### src/rtl/keypad_emulator_if.sv
// keypad_emulator_if: key code valid/ready handshake into the keypad emulator.
interface keypad_emulator_if;
   logic [3:0] key_in;
   logic       key_valid;
   logic       key_ready;
   modport master (output key_in, output key_valid, input key_ready);
   modport slave (input key_in, input key_valid, output key_ready);
endinterface

### src/rtl/keypad_emulator.sv
// keypad_emulator: 4x4 key matrix responder that presses queued key codes for a set number of full scans.
module keypad_emulator #(
   parameter int HOLD_SCANS   = 4,
   parameter int GAP_SCANS    = 2,
   parameter int BOUNCE_SCANS = 0
) (
   input  logic               clk,
   input  logic               rst,
   input  logic [3:0]         SWR,
   output logic [3:0]         SWC,
   keypad_emulator_if.slave   key,
   output logic               busy,
   output logic               done,
   output logic [7:0]         press_count
);
   localparam logic [1:0] IDLE      = 2'd0;
   localparam logic [1:0] WAIT_SYNC = 2'd1;
   localparam logic [1:0] PRESS     = 2'd2;
   localparam logic [1:0] GAP       = 2'd3;
   logic [1:0] state;
   logic [3:0] key_q;
   logic [7:0] cnt;
   logic       boundary;
   logic       row_hit;
   logic       bounce_off;
   assign boundary      = SWR == 4'b0111;
   assign key.key_ready = state == IDLE;
   assign busy          = state != IDLE;
   // exact match against the one-low row pattern also rejects illegal strobes
   assign row_hit    = SWR == ~(4'b0001 << key_q[3:2]);
   assign bounce_off = (cnt < 8'(BOUNCE_SCANS)) && cnt[0];
   assign SWC        = (state == PRESS && row_hit && !bounce_off) ? ~(4'b0001 << key_q[1:0]) : 4'b1111;
   always_ff @(posedge clk or posedge rst) begin
      if (rst) begin
         state       <= IDLE;
         key_q       <= '0;
         cnt         <= '0;
         done        <= 1'b0;
         press_count <= '0;
      end else begin
         done <= 1'b0;
         case (state)
            IDLE: if (key.key_valid) begin
               key_q <= key.key_in;
               state <= WAIT_SYNC;
            end
            WAIT_SYNC: if (boundary) begin
               state <= PRESS;
               cnt   <= '0;
            end
            PRESS: if (boundary) begin
               state <= (cnt == 8'(HOLD_SCANS - 1)) ? GAP : PRESS;
               cnt   <= (cnt == 8'(HOLD_SCANS - 1)) ? 8'd0 : cnt + 8'd1;
            end
            default: if (boundary) begin
               if (cnt == 8'(GAP_SCANS - 1)) begin
                  state       <= IDLE;
                  cnt         <= '0;
                  done        <= 1'b1;
                  press_count <= press_count + 8'd1;
               end else begin
                  cnt <= cnt + 8'd1;
               end
            end
         endcase
      end
   end
endmodule

### src/flat_wrapper.sv
// flat-port wrapper written by rule: the top's interface ports become plain ports
module keypad_emulator_flat 
#(
   parameter int HOLD_SCANS   = 4,
   parameter int GAP_SCANS    = 2,
   parameter int BOUNCE_SCANS = 0
)
  (clk, rst, SWR, SWC, busy, done, press_count, key_key_in, key_key_valid, key_key_ready);
  keypad_emulator_if key_i ();
  input  logic clk;
  input  logic rst;
  input  logic [3:0] SWR;
  output logic [3:0] SWC;
  output logic busy;
  output logic done;
  output logic [7:0] press_count;
  input wire logic [$bits(key_i.key_in)-1:0] key_key_in;
  input wire logic [$bits(key_i.key_valid)-1:0] key_key_valid;
  output wire logic [$bits(key_i.key_ready)-1:0] key_key_ready;
  assign key_i.key_in = key_key_in;
  assign key_i.key_valid = key_key_valid;
  assign key_key_ready = key_i.key_ready;
  keypad_emulator #(.HOLD_SCANS(HOLD_SCANS), .GAP_SCANS(GAP_SCANS), .BOUNCE_SCANS(BOUNCE_SCANS)) u_core (.clk(clk), .rst(rst), .SWR(SWR), .SWC(SWC), .key(key_i), .busy(busy), .done(done), .press_count(press_count));
endmodule
### config.mk
export PLATFORM = sky130hd
export DESIGN_NAME = keypad_emulator_flat
export DESIGN_NICKNAME = d
export VERILOG_FILES = /design/src/rtl/keypad_emulator_if.sv /design/src/rtl/keypad_emulator.sv /design/src/flat_wrapper.sv
export SDC_FILE = /design/constraint.sdc
export NUM_CORES = 1
export LEC_CHECK = 0
export CAP_MARGIN = 10
export CORE_MARGIN = 4
export CORE_UTILIZATION = 51
export DETAILED_ROUTE_END_ITERATION = 10
export PLACE_DENSITY = 0.79
export SLEW_MARGIN = 10
export SYNTH_ARGS = -nofsm -noshare
export SYNTH_HDL_FRONTEND = slang
export SYNTH_SLANG_ARGS = --single-unit
### constraint.sdc
create_clock -name clk -period 1.9 [get_ports clk]
set_input_delay 0.475 -clock clk [delete_from_list [all_inputs] [get_ports clk]]
set_output_delay 0.475 -clock clk [all_outputs]
set_load 0.03 [all_outputs]
==> key figures, run 1 <==
Outcome
  – Status: finished, violations left
  – Failing checks: setup timing

Place
  – Count of port buffers added during placement: 25
  – Pre-CTS WS: -0.709 ns
  – Placed inst area: 1760 um^2
  – Placed wire-length estimate: 2.34 mm
  – Routability cong.: 0.816
  – Dpl cells: 203

Layout
  – Register Area: 577 um^2
  – Share of cells above drive strength 1: 31.7%
  – Area delta synth->final: 37.5%
  – Nets@finish: 199
  – Antenna Cells: 0
  – Fillers: 192
  – Finished Cell Area: 1880 um^2
  – Multi-input gate area: 828 um^2
  – Core Util, Final: 74.4%
  – Non-Filler Instances: 210

Timing
  – Slew Limit Fails: 0
  – Fin crit period: 2.28 ns
  – Final Skew: 0.00576 ns
  – Rel. slew slack: 76.8%
  – Worst slew pin tran: 0.345 ns
  – Setup violators final: 4
  – Peak Freq: 439 MHz
  – RSZ-0062 raised after global routing: true
  – Setup ws final: -0.380 ns
  – Fin crit share: 120%
  – Hold Vio Cnt, Final: 0

Worst setup path
  – Buf+Inv Stages, Crit Path: 2
  – WP data arrival: 1.81 ns
  – Worst r2r src: u_core.state[0]
  – Reg2Reg Depth: 7
  – Reg2reg end: u_core.state[1]
  – CP max FO: 4
  – CP max-delay cell: or3_4
  – Critical path type: in2out
  – Worst EP required: 1.42 ns
  – R2R Setup Slk: 0.10 ns
  – Critical Path Max Stage Delay: 0.34 ns
  – Worst-path cell chain: dlygate4sd2_1, and3b_1, o2111a_1, o31ai_4, or3_4, buf_6
  – Startpoint Class: input port
  – Worst setup EP type: output port
  – Critical path's top delay family: simple AND/OR/NAND/NOR gates

Global route
  – Congestion Overflow GR: 0
  – Vias in the first global route: 1144
  – Initial antenna violation count: 0
  – Total GRT Usage: 18.6%
  – Largest net degree at the start of global routing: 24
  – First-pass GRT wire length: 5.00 mm

Logic synthesis
  – Syn. warnings: 0
  – Seq/Total Area, Yosys: 42.2%
  – Asr flop ratio synth: 100%
  – Post-Synthesis Cell Area: 1360 um^2
  – Most used DFF post-synth: dfrtp_1
  – Netlist cell types: 39
  – Number of synthesized flops with an enable pin: 0
  – Mean Syn Cell Area: 10.1 um^2
  – Gate Count Post-Synth: 135
  – Syn Nets: 153
  – Seq cells post-synth: 23

Floorplan
  – Die area: 3570 um^2
  – Initial Util: 54.1%
  – Die width: 59.7 um
  – # IOs: 26
  – Core Area: 2520 um^2
  – Site Rows: 18
  – Die height: 59.7 um

Clocking
  – CTS buffer count: 3
  – Cts hold-fix bufs: 0
  – Clock Path Buffers: 2
  – Clock transition at the registers of the reported paths: 0.13 ns
  – H-tree depth: 1
  – Clock Latency Late Sink: 0.31 ns
  – Clock sinks: 23
  – CTS tree: built
  – Root buf cell: clkbuf_4

Worst hold path
  – Hold WC Path Type: reg2reg
  – Min-Delay Path Depth: 1
  – Hold Path Origin: u_core.press_count[7]
  – Hold Path End: u_core.press_count[7]

Detailed routing
  – Routed met1 length: 1.31 mm
  – TritonRoute pass-1 iters: 5
  – DRT Wirelength: 3.20 mm
  – Highest routed layer: met4
  – Post-route ant nets: 0
  – DR vias: 1167
  – DR WL/cell: 15.2 um
  – Iteration-0 DRC Markers: 28
  – Met3 wire length: 159 um
  – Post-DR vias/cell: 5.56
  – Metal2 WL: 1.70 mm
  – # DRC: 0

Power and ir drop
  – Tot Pwr: 1.75 mW
  – Leakage: 0.900 nW
  – P per Cell Area: 931 nW/um^2
  – Peak VDD IR: 0.937 mV

Job
  – Max-cap viol count: 0
-- cells in the mapped netlist (all sizes together) (3+ instances only) --
cell type / number / area, um^2
xor2: 3 / 26.3
dfrtp: 23 / 576
inv: 8 / 30.0
mux2: 6 / 67.6
nand2: 22 / 82.6
nand3: 4 / 32.5
ha: 7 / 87.6
xnor2: 4 / 35.0
nor2: 9 / 33.8
a21oi: 6 / 30.0
nor4: 7 / 101
or3: 5 / 36.3
o21ai: 5 / 25.0
nor3: 3 / 20.0
nand2b: 3 / 18.8
-- sequential cells by signal, summed over array words and instances, names as in the netlist --
| signal | count |
|---|---|
| u_core.press_count | 8 |
| u_core.cnt | 8 |
| u_core.done | 1 |
| u_core.state | 2 |
| u_core.key_q | 4 |
-- stage by stage --
| step | setup TNS [ns] | hold WS, ns |
|---|---|---|
| global route | -1.86 | 0.504 |
| floorplan | -0.00394 | 0.477 |
| finish | -1.48 | 0.475 |
| global placement | -6.79 | 0.457 |
| CTS | -1.51 | 0.483 |
| detailed placement | -7.35 | 0.461 |
-- power breakdown --
group | internal (mW) | switching, mW | total, mW | leakage (nW)
sequential | 0.583 | 0.117 | 0.699 | 0.291
combinational | 0.391 | 0.429 | 0.820 | 0.591
clock | 0.0786 | 0.149 | 0.228 | 0.0177
-- layout by cell type (no fill, tap or decap), types with 3 or more instances in the layout --
master	n
nand3_1	3
dlygate4sd2_1	9
clkdlybuf4s50_1	7
nand2_1	20
mux2_2	6
buf_4	17
or3_4	3
nor2_1	9
clkbuf_4	3
inv_1	6
nor4_4	4
xor2_1	3
ha_1	6
o21ai_0	3
dlymetal6s2s_1	3
a21oi_1	6
dfrtp_1	22
buf_6	5
xnor2_1	4
-- area by class of cell --
cell class / count / share of cell area (%)
sequential: 23 / 30.8
inverter: 8 / 1.60
multi-input combinational: 103 / 44.2
tap: 30 / 2.00
timing repair buffer: 42 / 20.0
clock inverter: 1 / 0.267
clock buffer: 3 / 1.20
-- per-layer routing --
layer | up-vias | GRT usage (%)
li1 | 568 | -
met1 | 565 | 21.5
met2 | 28 | 34.3
met3 | 6 | 2.59
met4 | 0 | 7.28
met5 | - | 0
-- cells by family after synthesis --
kind of cell / Yosys count / synth area share (%)
buf+inv: 9 / 2.48
compound gates: 19 / 8.99
simple gates: 63 / 29.7
xor+xnor: 7 / 4.50
flops: 23 / 42.2
mux: 7 / 5.69
fa+ha+maj: 7 / 6.42
-- worst max path at each step --
| stage | to | cells past startpoint | startpoint | slack, ns |
|---|---|---|---|---|
| finish | SWC[0] | 6 | SWR[3] | -0.38 |
| global route | SWC[0] | 5 | u_core.key_q[3] | -0.46 |
| CTS | SWC[0] | 5 | u_core.key_q[2] | -0.39 |
| detailed placement | SWC[0] | 6 | SWR[3] | -0.71 |
| global placement | SWC[0] | 6 | SWR[3] | -0.63 |
| floorplan | SWC[2] | 5 | SWR[3] | -0.002 |
-- repair_timing --
action | in CTS | in global routing
gates resized for setup | 24 | 7
buffers inserted | 1 | 2
pin swaps | 4 | 0
endpoints found under the hold margin | 0 | 0
setup endpoints to repair | 10 | 11
Power figures use the tool's default switching activity.
==> inputs of run 2 (changes only) <==
--- a/config.mk
+++ b/config.mk
@@ -9,6 +9,7 @@
 export CORE_MARGIN = 4
 export CORE_UTILIZATION = 51
 export DETAILED_ROUTE_END_ITERATION = 10
+export GPL_TIMING_DRIVEN = 0
 export PLACE_DENSITY = 0.79
 export SLEW_MARGIN = 10
 export SYNTH_ARGS = -nofsm -noshare
==> run 2 against run 1 <==
Effect of this change:
- the run still ends with setup timing left
- combinational power fell by 9.6%
- first-iteration DRC count rose by 57%
- global-route usage fell by 0.77 points
- wire length fell by 12%
- non-clock buffer count fell by 14
- utilization fell by 4.3 points
- sequential power barely moved
- total power fell by 5.3%
- fmax rose by 0.54%
- cell count fell by 6.7%
==> key figures, run 2 (synthesis results as in run 1) <==
Clocking
  – Clock transition at the registers of the reported paths: 0.11 ns
  – Cts hold-fix bufs: 0
  – CTS buffer count: 3
  – CTS tree: built
  – H-tree depth: 1
  – Clock sinks: 23
  – Clock Latency Late Sink: 0.31 ns
  – Root buf cell: clkbuf_4
  – Clock Path Buffers: 2

Layout
  – Antenna Cells: 0
  – Leading cell type in the layout, fill and taps excluded: dfrtp_1
  – Largest registers: u_core.cnt: 8 flops, u_core.press_count: 8 flops, u_core.key_q: 4 flops
  – Nets@finish: 185
  – Share of cells above drive strength 1: 24.1%
  – Fillers: 204
  – Most frequent cells in the layout: 22 x dfrtp_1, 20 x nand2_1, 9 x nor2_1, 8 x inv_1, 8 x clkdlybuf4s50_1
  – Core Util, Final: 70.0%
  – Area delta synth->final: 29.5%

Worst setup path
  – Critical path type: in2out
  – CP max FO: 4
  – Worst-path cell chain: dlygate4sd2_1, and3b_1, o2111a_1, o31ai_4, nor2_1, nand2_2, buf_6
  – Worst setup EP type: output port
  – Critical Path Max Stage Delay: 0.29 ns
  – WP data arrival: 1.79 ns
  – Startpoint Class: input port
  – Critical path's top delay family: compound AO/OA/AOI/OAI gates
  – Buf+Inv Stages, Crit Path: 2
  – Worst EP required: 1.42 ns
  – CP max-delay cell: dlygate4sd2_1

Timing
  – Peak Freq: 441 MHz
  – Total negative slack: -1.46 ns
  – Hold Vio Cnt, Final: 0
  – Final Skew: 0.00604 ns
  – RSZ-0062 raised after global routing: true
  – Setup violators final: 4
  – Fin crit period: 2.27 ns
  – Fin crit share: 119%
  – Rel. slew slack: 43.9%
  – Slew Limit Fails: 0
  – Worst slew pin tran: 0.840 ns
  – Tightest hold margin: 0.488 ns
  – Setup ws final: -0.368 ns

Detailed routing
  – DR vias: 1081
  – Highest routed layer: met4
  – DR WL/cell: 14.4 um
  – # DRC: 0
  – DRT Wirelength: 2.81 mm
  – TritonRoute pass-1 iters: 4
  – Metal2 WL: 1.46 mm
  – Iteration-0 DRC Markers: 44
  – Post-DR vias/cell: 5.52
  – Met3 wire length: 157 um
  – Routed met1 length: 1.18 mm
  – Post-route ant nets: 0

Floorplan
  – # IOs: 26
  – Die width: 59.7 um
  – Die height: 59.7 um
  – Die area: 3570 um^2
  – Initial Util: 54.1%
  – Core Area: 2520 um^2
  – Site Rows: 18

Outcome
  – Status: finished, violations left
  – Failing checks: setup timing

Job
  – Max-cap viol count: 0

Global route
  – Total GRT Usage: 17.9%
  – First-pass GRT wire length: 4.86 mm
  – Congestion Overflow GR: 0
  – Vias in the first global route: 1122
  – Initial antenna violation count: 0
  – Largest net degree at the start of global routing: 24

Power and ir drop
  – Peak VDD IR: 0.802 mV
  – Leakage: 0.832 nW
  – Tot Pwr: 1.65 mW
  – P per Cell Area: 936 nW/um^2

Worst hold path
  – Hold WC Path Type: reg2reg

Place
  – Routability cong.: 0.823
  – Placed wire-length estimate: 2.20 mm
  – Count of port buffers added during placement: 25
-- run 2: cell count changes in the layout (fill, tap and decap cells not counted), sizes merged --
cell	change
clkdlybuf4s50	+1
dlygate4sd2	-2
dlymetal6s2s	+1
clkbuf	+1
buf	-14
clkinv	-1
-- run 2: through the flow --
step           cell area (um^2)  worst slack (ns)  instances
3_3_place_gp               1670             -1.19        190
4_1_cts                    1740            -0.377        195
3_5_place_dp               1670             -1.23        190
6_report                   1770            -0.368        196
5_1_grt                    1770            -0.448        196
2_1_floorplan              1390          -0.00197        135
-- run 2: worst paths after layout --
| kind | to | from | slack (ns) | cells after the start |
|---|---|---|---|---|
| hold / removal | u_core.press_count[7] | u_core.press_count[7] | 0.49 | 1 |
| hold reg to reg | u_core.press_count[7] | u_core.press_count[7] | 0.49 | 1 |
| min in group asynchronous | u_core.cnt[2] | rst | 0.62 | 2 |
| setup reg to reg | u_core.cnt[7] | u_core.state[0] | 0.14 | 8 |
| setup / recovery | SWC[3] | SWR[3] | -0.37 | 7 |
| max in group asynchronous | u_core.key_q[3] | rst | 0.71 | 2 |
-- run 2: worst reg2reg max path, stage by stage, from the launching register on --
cell	delay (ns)
dfrtp_1	0.43
inv_1	0.11
ha_2	0.24
inv_1	0.08
nand2_1	0.15
clkbuf_1	0.35
nor2_1	0.08
mux2i_1	0.13
o21ai_0	0.08
-- run 2: routing by layer --
layer	track usage (%)	vias to the layer above
met4	2.85	0
met5	0	-
li1	-	543
met2	32.6	25
met3	4.75	2
met1	21.2	511
-- run 2: cell type report --
class	instances	area [um^2]	share of cell area, %
Buffer	1	3.75	0.212
Timing Repair Buffer	27	262	14.8
Sequential cell	23	577	32.6
Inverter	8	30.0	1.70
Multi-Input combinational cell	103	831	47.0
Clock buffer	4	26.3	1.49
Tap cell	30	37.5	2.12
-- run 2: repair_timing --
action	CTS	global route
pin swaps	6	1
resized for setup	52	6
setup buffers	1	1
setup endpoints to repair	11	8
-- run 2: report_power, final --
part	internal (mW)	switching, mW	leakage [nW]	total, mW
sequential	0.583	0.113	0.291	0.696
combinational	0.337	0.404	0.526	0.741
clock	0.0820	0.136	0.0150	0.218
